<file path="src/rtl/lcd_timing_gen.sv">
// lcd_timing_gen: raster timing generator and pixel formatter for a parallel
// RGB LCD panel.
//   pixel_clk            sole clock, rising edge
//   rst_n                synchronous active-low reset (overrides en)
//   en                   run enable; low freezes counters, pipeline and outputs
//   mode[1:0]            0 pix_in, 1 checker, 2 colour bars, 3 solid white
//   pix_in               upstream mono pixel, arrives PIPE_DELAY cycles after x/y
//   x, y, fetch          combinational active-area coordinates (0 when blanking)
//   line_start           h_cnt==0 pulse; frame_start: h_cnt==0 and v_cnt==0
//   de, hsync_n, vsync_n registered panel controls, PIPE_DELAY+1 cycles late
//   red, green, blue     registered colour channels, zero whenever de is low
module lcd_timing_gen #(
  parameter int H_ACTIVE   = 640,
  parameter int H_BLANK    = 160,
  parameter int V_ACTIVE   = 480,
  parameter int V_BLANK    = 45,
  parameter int HS_WIDTH   = 96,
  parameter int VS_WIDTH   = 2,
  parameter int PIPE_DELAY = 2,
  parameter int CW         = 8,
  localparam int XW = (H_ACTIVE > 1) ? $clog2(H_ACTIVE) : 1,
  localparam int YW = (V_ACTIVE > 1) ? $clog2(V_ACTIVE) : 1
) (
  input  logic          pixel_clk,
  input  logic          rst_n,
  input  logic          en,
  input  logic [1:0]    mode,
  input  logic          pix_in,
  output logic [XW-1:0] x,
  output logic [YW-1:0] y,
  output logic          fetch,
  output logic          line_start,
  output logic          frame_start,
  output logic          de,
  output logic          hsync_n,
  output logic          vsync_n,
  output logic [CW-1:0] red,
  output logic [CW-1:0] green,
  output logic [CW-1:0] blue
);
  localparam int H_TOTAL = H_ACTIVE + H_BLANK;
  localparam int V_TOTAL = V_ACTIVE + V_BLANK;
  localparam int HW      = $clog2(H_TOTAL);
  localparam int VW      = $clog2(V_TOTAL);
  localparam int BAR_W   = (H_ACTIVE >= 8) ? (H_ACTIVE / 8) : 1;
  localparam int PW      = 9;
  // Delay-line word: {fetch, hsync_n, vsync_n, mode[1:0], checker, bar[2:0]}
  localparam logic [PW-1:0] IDLE_WORD = 9'b011_00_0_000;

  logic [HW-1:0] h_cnt_q, h_cnt_d;
  logic [VW-1:0] v_cnt_q, v_cnt_d;
  logic [1:0]    mode_q, mode_d;
  logic [31:0]   h_ext_s, v_ext_s, bar_ext_s;
  logic          hs_low_s, vs_low_s, chk_s;
  logic [2:0]    bar_s;
  logic [1:0]    mode_eff_s;
  logic [PW-1:0] entry_s;
  logic [PW-1:0] tap_s [PIPE_DELAY+1];

  assign h_ext_s     = 32'(h_cnt_q);
  assign v_ext_s     = 32'(v_cnt_q);
  assign fetch       = (h_ext_s < 32'(H_ACTIVE)) && (v_ext_s < 32'(V_ACTIVE));
  assign x           = fetch ? XW'(h_cnt_q) : '0;
  assign y           = fetch ? YW'(v_cnt_q) : '0;
  assign line_start  = (h_cnt_q == '0);
  assign frame_start = line_start && (v_cnt_q == '0);

  assign hs_low_s  = (h_ext_s >= 32'(H_ACTIVE)) && (h_ext_s < 32'(H_ACTIVE + HS_WIDTH));
  assign vs_low_s  = (v_ext_s >= 32'(V_ACTIVE)) && (v_ext_s < 32'(V_ACTIVE + VS_WIDTH));
  assign chk_s     = h_ext_s[4] ^ v_ext_s[4];
  assign bar_ext_s = h_ext_s / 32'(BAR_W);
  assign bar_s     = (bar_ext_s > 32'd7) ? 3'd7 : bar_ext_s[2:0];
  // The first pixel of a frame already uses the mode being latched on that cycle.
  assign mode_eff_s = frame_start ? mode : mode_q;
  assign entry_s    = {fetch, ~hs_low_s, ~vs_low_s, mode_eff_s, chk_s, bar_s};

  // Next-state logic for the raster counters and the per-frame mode latch.
  always_comb begin
    h_cnt_d = h_cnt_q;
    v_cnt_d = v_cnt_q;
    mode_d  = mode_q;
    if (en) begin
      if (frame_start) begin
        mode_d = mode;
      end else begin
        mode_d = mode_q;
      end
      if (h_ext_s == 32'(H_TOTAL - 1)) begin
        h_cnt_d = '0;
        if (v_ext_s == 32'(V_TOTAL - 1)) begin
          v_cnt_d = '0;
        end else begin
          v_cnt_d = v_cnt_q + VW'(1);
        end
      end else begin
        h_cnt_d = h_cnt_q + HW'(1);
      end
    end else begin
      h_cnt_d = h_cnt_q;
    end
  end

  // Counter and mode registers.
  always_ff @(posedge pixel_clk) begin
    if (!rst_n) begin
      h_cnt_q <= '0;
      v_cnt_q <= '0;
      mode_q  <= 2'd0;
    end else begin
      h_cnt_q <= h_cnt_d;
      v_cnt_q <= v_cnt_d;
      mode_q  <= mode_d;
    end
  end

  // Delay line that aligns timing/control words with the upstream pixel.
  assign tap_s[0] = entry_s;
  for (genvar i = 1; i <= PIPE_DELAY; i++) begin : g_pipe
    logic [PW-1:0] stage_q;
    // One delay stage, frozen while en is low.
    always_ff @(posedge pixel_clk) begin
      if (!rst_n) begin
        stage_q <= IDLE_WORD;
      end else if (en) begin
        stage_q <= tap_s[i-1];
      end else begin
        stage_q <= stage_q;
      end
    end
    assign tap_s[i] = stage_q;
  end

  logic [PW-1:0] out_w_s;
  logic          r_on_s, g_on_s, b_on_s;
  assign out_w_s = tap_s[PIPE_DELAY];

  // Colour source selection for the aligned word.
  always_comb begin
    r_on_s = 1'b0;
    g_on_s = 1'b0;
    b_on_s = 1'b0;
    if (out_w_s[8]) begin
      case (out_w_s[5:4])
        2'd0:    begin r_on_s = pix_in;      g_on_s = pix_in;      b_on_s = pix_in;      end
        2'd1:    begin r_on_s = out_w_s[3];  g_on_s = out_w_s[3];  b_on_s = out_w_s[3];  end
        2'd2:    begin r_on_s = out_w_s[2];  g_on_s = out_w_s[1];  b_on_s = out_w_s[0];  end
        2'd3:    begin r_on_s = 1'b1;        g_on_s = 1'b1;        b_on_s = 1'b1;        end
        default: begin r_on_s = 1'b0;        g_on_s = 1'b0;        b_on_s = 1'b0;        end
      endcase
    end else begin
      r_on_s = 1'b0;
    end
  end

  logic          de_q, hs_q, vs_q;
  logic [CW-1:0] red_q, green_q, blue_q;

  // Panel output register stage.
  always_ff @(posedge pixel_clk) begin
    if (!rst_n) begin
      de_q    <= 1'b0;
      hs_q    <= 1'b1;
      vs_q    <= 1'b1;
      red_q   <= '0;
      green_q <= '0;
      blue_q  <= '0;
    end else if (en) begin
      de_q    <= out_w_s[8];
      hs_q    <= out_w_s[7];
      vs_q    <= out_w_s[6];
      red_q   <= {CW{r_on_s}};
      green_q <= {CW{g_on_s}};
      blue_q  <= {CW{b_on_s}};
    end else begin
      de_q    <= de_q;
      hs_q    <= hs_q;
      vs_q    <= vs_q;
      red_q   <= red_q;
      green_q <= green_q;
      blue_q  <= blue_q;
    end
  end

  assign de      = de_q;
  assign hsync_n = hs_q;
  assign vsync_n = vs_q;
  assign red     = red_q;
  assign green   = green_q;
  assign blue    = blue_q;
endmodule

</file>
<file path="config.mk">
export PLATFORM = sky130hd
export DESIGN_NAME = lcd_timing_gen
export DESIGN_NICKNAME = d
export VERILOG_FILES = /design/src/rtl/lcd_timing_gen.sv
export SDC_FILE = /design/constraint.sdc
export NUM_CORES = 1
export LEC_CHECK = 0
export CORE_MARGIN = 8
export CORE_UTILIZATION = 40
export CTS_CLUSTER_SIZE = 28
export DETAILED_ROUTE_END_ITERATION = 12
export REMOVE_ABC_BUFFERS = 1
export SLEW_MARGIN = 20
export SYNTH_ARGS = -nofsm -noshare
export SYNTH_HDL_FRONTEND = slang
export SYNTH_SLANG_ARGS = --single-unit
</file>
<file path="constraint.sdc">
create_clock -name pixel_clk -period 2.6 [get_ports pixel_clk]
set_clock_uncertainty 0.1 [all_clocks]
set_input_delay 0.39 -clock pixel_clk [delete_from_list [all_inputs] [get_ports pixel_clk]]
set_output_delay 0.39 -clock pixel_clk [all_outputs]
set_load 0.02 [all_outputs]
</file>
==> impl_metrics.py <==
metrics = {
    "outcome": {
        "status": "complete, no violations",
    },
    "logic_synthesis": {
        "synth_top_flop_cell": "dfxtp_1",
        "netlist.area_leader.share": 0.3302,
        "synth.area.top_cells": "dfxtp_1 33%, mux2i_1 6.0%, buf_4 5.9%, and2_1 5.4%, nor2b_1 4.0%",
        "synthTopCellsByCount": "44 x dfxtp_1, 23 x and2_1, 23 x nor2_1",
        "netlist_area_um2": 2668,
        "yosysWarnings": 0,
        "synth_most_common_cell": "dfxtp_1",
        "netlist_instances": 313,
        "synth_top_cell_by_area": "dfxtp_1",
        "ys_ff_latch": 44,
        "yosysSeqAreaShare": 0.3302,
        "async_flop_share": 0,
        "syn_avg_cell_area_um2": 8.523,
        "synth_edf_count": 0,
        "ys_types": 56,
    },
    "floorplan": {
        "start_util": 0.4177,
        "die_w_um": 97.67,
        "dieArea_um2": 9538,
        "core.rowCount": 29,
        "dieHeight_um": 97.67,
        "io_pins": 55,
        "core_um2": 6386,
    },
    "final_layout": {
        "area_growth_pct": 24.25,
        "drive_above_1_share": 0.1176,
        "postLayoutCoreUtil": 0.5190,
        "n_antenna_cell": 0,
        "fin_nets": 367,
        "num-fill-cells": 647,
    },
    "route": {
        "wl_per_cell_um": 14.45,
        "num_vias": 2226,
        "drc": 0,
        "drt-total-wl_um": 6272,
        "dr.pass1.iters": 4,
        "ant_nets": 0,
        "drtIter0Drc": 115,
        "via_per_inst": 5.129,
    },
    "worst_setup_path": {
        "worstSetupPathType": "register to primary output",
        "r2r_start": "h_cnt_q[8]$_SDFFE_PN0P_",
        "cp.arrival_ns": 1.98,
        "r2r-end": "g_pipe[1].stage_q[1]$_SDFFE_PN0P_",
        "crit_end": "x[4]",
        "crit_path_end_kind": "primary output",
        "reg2reg_depth": 8,
        "startpoint": "v_cnt_q[7]$_SDFFE_PN0P_",
        "cp_max_fo": 15,
        "regToRegSetupSlack_ns": 0.30,
        "cp_data_required_time_ns": 2.11,
        "cp-start-kind": "register",
    },
    "timing": {
        "max_freq_mhz": 405.4,
        "tightest_slew_ns": 0.5676,
        "setup_viol": 0,
        "slew_viol_final": 0,
        "fin_hold_ws_ns": 0.3829,
        "final.setup.worst_slack_ns": 0.1334,
        "finalSetupTns_ns": 0,
        "rsz0062_at_grt": "no",
        "fin_crit_sh": 0.9487,
        "slew_headroom": 0.6204,
        "finalCriticalPeriod_ns": 2.467,
        "hold_viol": 0,
    },
    "pwr": {
        "pwr_density_cell_nw_per_um2": 415.9,
        "peakVddDrop_v": 0.0002572,
        "power.leakage_uw": 0.001362,
        "power_uw": 1378,
    },
    "worst_hold_path": {
        "hold_path_depth": 2,
        "hp-class": "register to register",
    },
    "grt": {
        "track_usage": 0.1318,
        "antenna_found_initial": 0,
        "grt_overflow": 0,
        "grt_pass1_wl_um": 10670,
        "grt_max_degree": 28,
        "grt_pass1_vias": 2134,
    },
    "clocking": {
        "h-tree-depth": 2,
        "insertion_delay_ns": 0.30,
        "clk_pin_slew_ns": 0.09,
        "cts_root_buf": "clkbuf_8",
        "post_cts_resized": 23,
        "ctsHoldBuffers": 0,
        "cts_sinks": 44,
        "cts_tree": "done",
        "cts_setup_buffers": 0,
        "clk_path_buf_depth": 2,
        "cts_buffers": 5,
    },
    "placed_design": {
        "hpwl_um": 4673,
        "io_buffers": 54,
        "gp_congestion": 0.8796,
        "dp_slack_ns": 0.1250,
    },
    "job": {
        "cap_violations": 0,
    },
}
==> stage by stage <==
step	cell area, um2	instances
3_3_place_gp	3224	426
4_1_cts	3318	434
6_report	3314	434
5_1_grt	3314	434
3_5_place_dp	3224	426
2_1_floorplan	2425	274
==> where the power goes <==
group          internal [uW]  switching, uW
Clock                    289            250
Combinational           67.2           71.8
Sequential               688           11.7
Total                   1040            334
==> worst min path at each step <==
stage	from	to	slack, ns
floorplan	g_pipe[2].stage_q[6]$_SDFFE_PN1P_	g_pipe[2].stage_q[6]$_SDFFE_PN1P_	0.34
global placement	g_pipe[2].stage_q[7]$_SDFFE_PN1P_	g_pipe[2].stage_q[7]$_SDFFE_PN1P_	0.35
detailed placement	g_pipe[2].stage_q[7]$_SDFFE_PN1P_	g_pipe[2].stage_q[7]$_SDFFE_PN1P_	0.36
CTS	g_pipe[2].stage_q[7]$_SDFFE_PN1P_	g_pipe[2].stage_q[7]$_SDFFE_PN1P_	0.38
global route	g_pipe[2].stage_q[6]$_SDFFE_PN1P_	g_pipe[2].stage_q[6]$_SDFFE_PN1P_	0.40
finish	g_pipe[2].stage_q[6]$_SDFFE_PN1P_	g_pipe[2].stage_q[6]$_SDFFE_PN1P_	0.38
==> cells in the final DEF, fill, tap and decap left out, types with 3 or more instances in the layout <==
master / n
dfxtp_1: 44
a21boi_0: 5
nor3_1: 3
o21ai_1: 3
inv_1: 7
a31oi_1: 4
nand4_1: 11
and3_1: 4
clkdlybuf4s50_1: 32
xor2_1: 11
nand2_1: 20
nor2_1: 23
a21oi_1: 3
ha_1: 5
nor2b_1: 17
buf_4: 21
clkbuf_8: 5
xnor2_1: 8
o21ai_0: 11
mux2i_1: 16
nand3_1: 4
nor4bb_1: 3
nor3b_1: 3
dlygate4sd2_1: 21
and2_1: 23
nand2b_1: 7
==> worst max-delay path, stage by stage, from the launching register on <==
cell           delay (ns)
dfxtp_1              0.35
and3_1               0.20
and2_1               0.20
a211oi_2             0.23
buf_4                0.22
and2_2               0.15
dlygate4sd2_1        0.32
==> flip-flops by register name, indices dropped and copies added, names as in the netlist <==
register        flops
v_cnt_q            10
hsync_n             1
green               1
red                 1
h_cnt_q            10
blue                1
de                  1
g_pipe.stage_q     17
vsync_n             1
mode_q              1
==> layout make-up <==
| type | count | area (um2) | area share |
|---|---|---|---|
| Clock inverter | 3 | 46.29 | 0.01397 |
| Sequential cell | 44 | 880.8 | 0.2658 |
| Clock buffer | 5 | 68.82 | 0.02076 |
| Inverter | 8 | 30.03 | 0.009060 |
| Multi-Input combinational cell | 222 | 1525 | 0.4602 |
| Timing Repair Buffer | 75 | 666.9 | 0.2012 |
| Tap cell | 77 | 96.34 | 0.02907 |
==> cells by family (layout without fill, tap and decap cells) <==
kind of cell | Yosys count | count (layout) | share of synthesized area
AO/OA/AOI/OAI | 47 | 47 | 0.1201
buffers and inverters | 47 | 91 | 0.1023
multiplexers | 17 | 17 | 0.06426
AND/OR/NAND/NOR | 134 | 134 | 0.2974
XOR/XNOR | 19 | 19 | 0.06238
adder cells (fa/ha/maj) | 5 | 5 | 0.02345
flip-flops | 44 | 44 | 0.3302
==> routing by layer <==
layer	vias to the layer above	part of all wire	track usage
met3	9	0.073	0.04694
met5	-	0	0
met1	1002	0.49	0.1683
li1	1151	-	-
met4	0	0.012	0.04312
met2	64	0.43	0.1997
No activity file was read; power rests on OpenSTA's default activity.
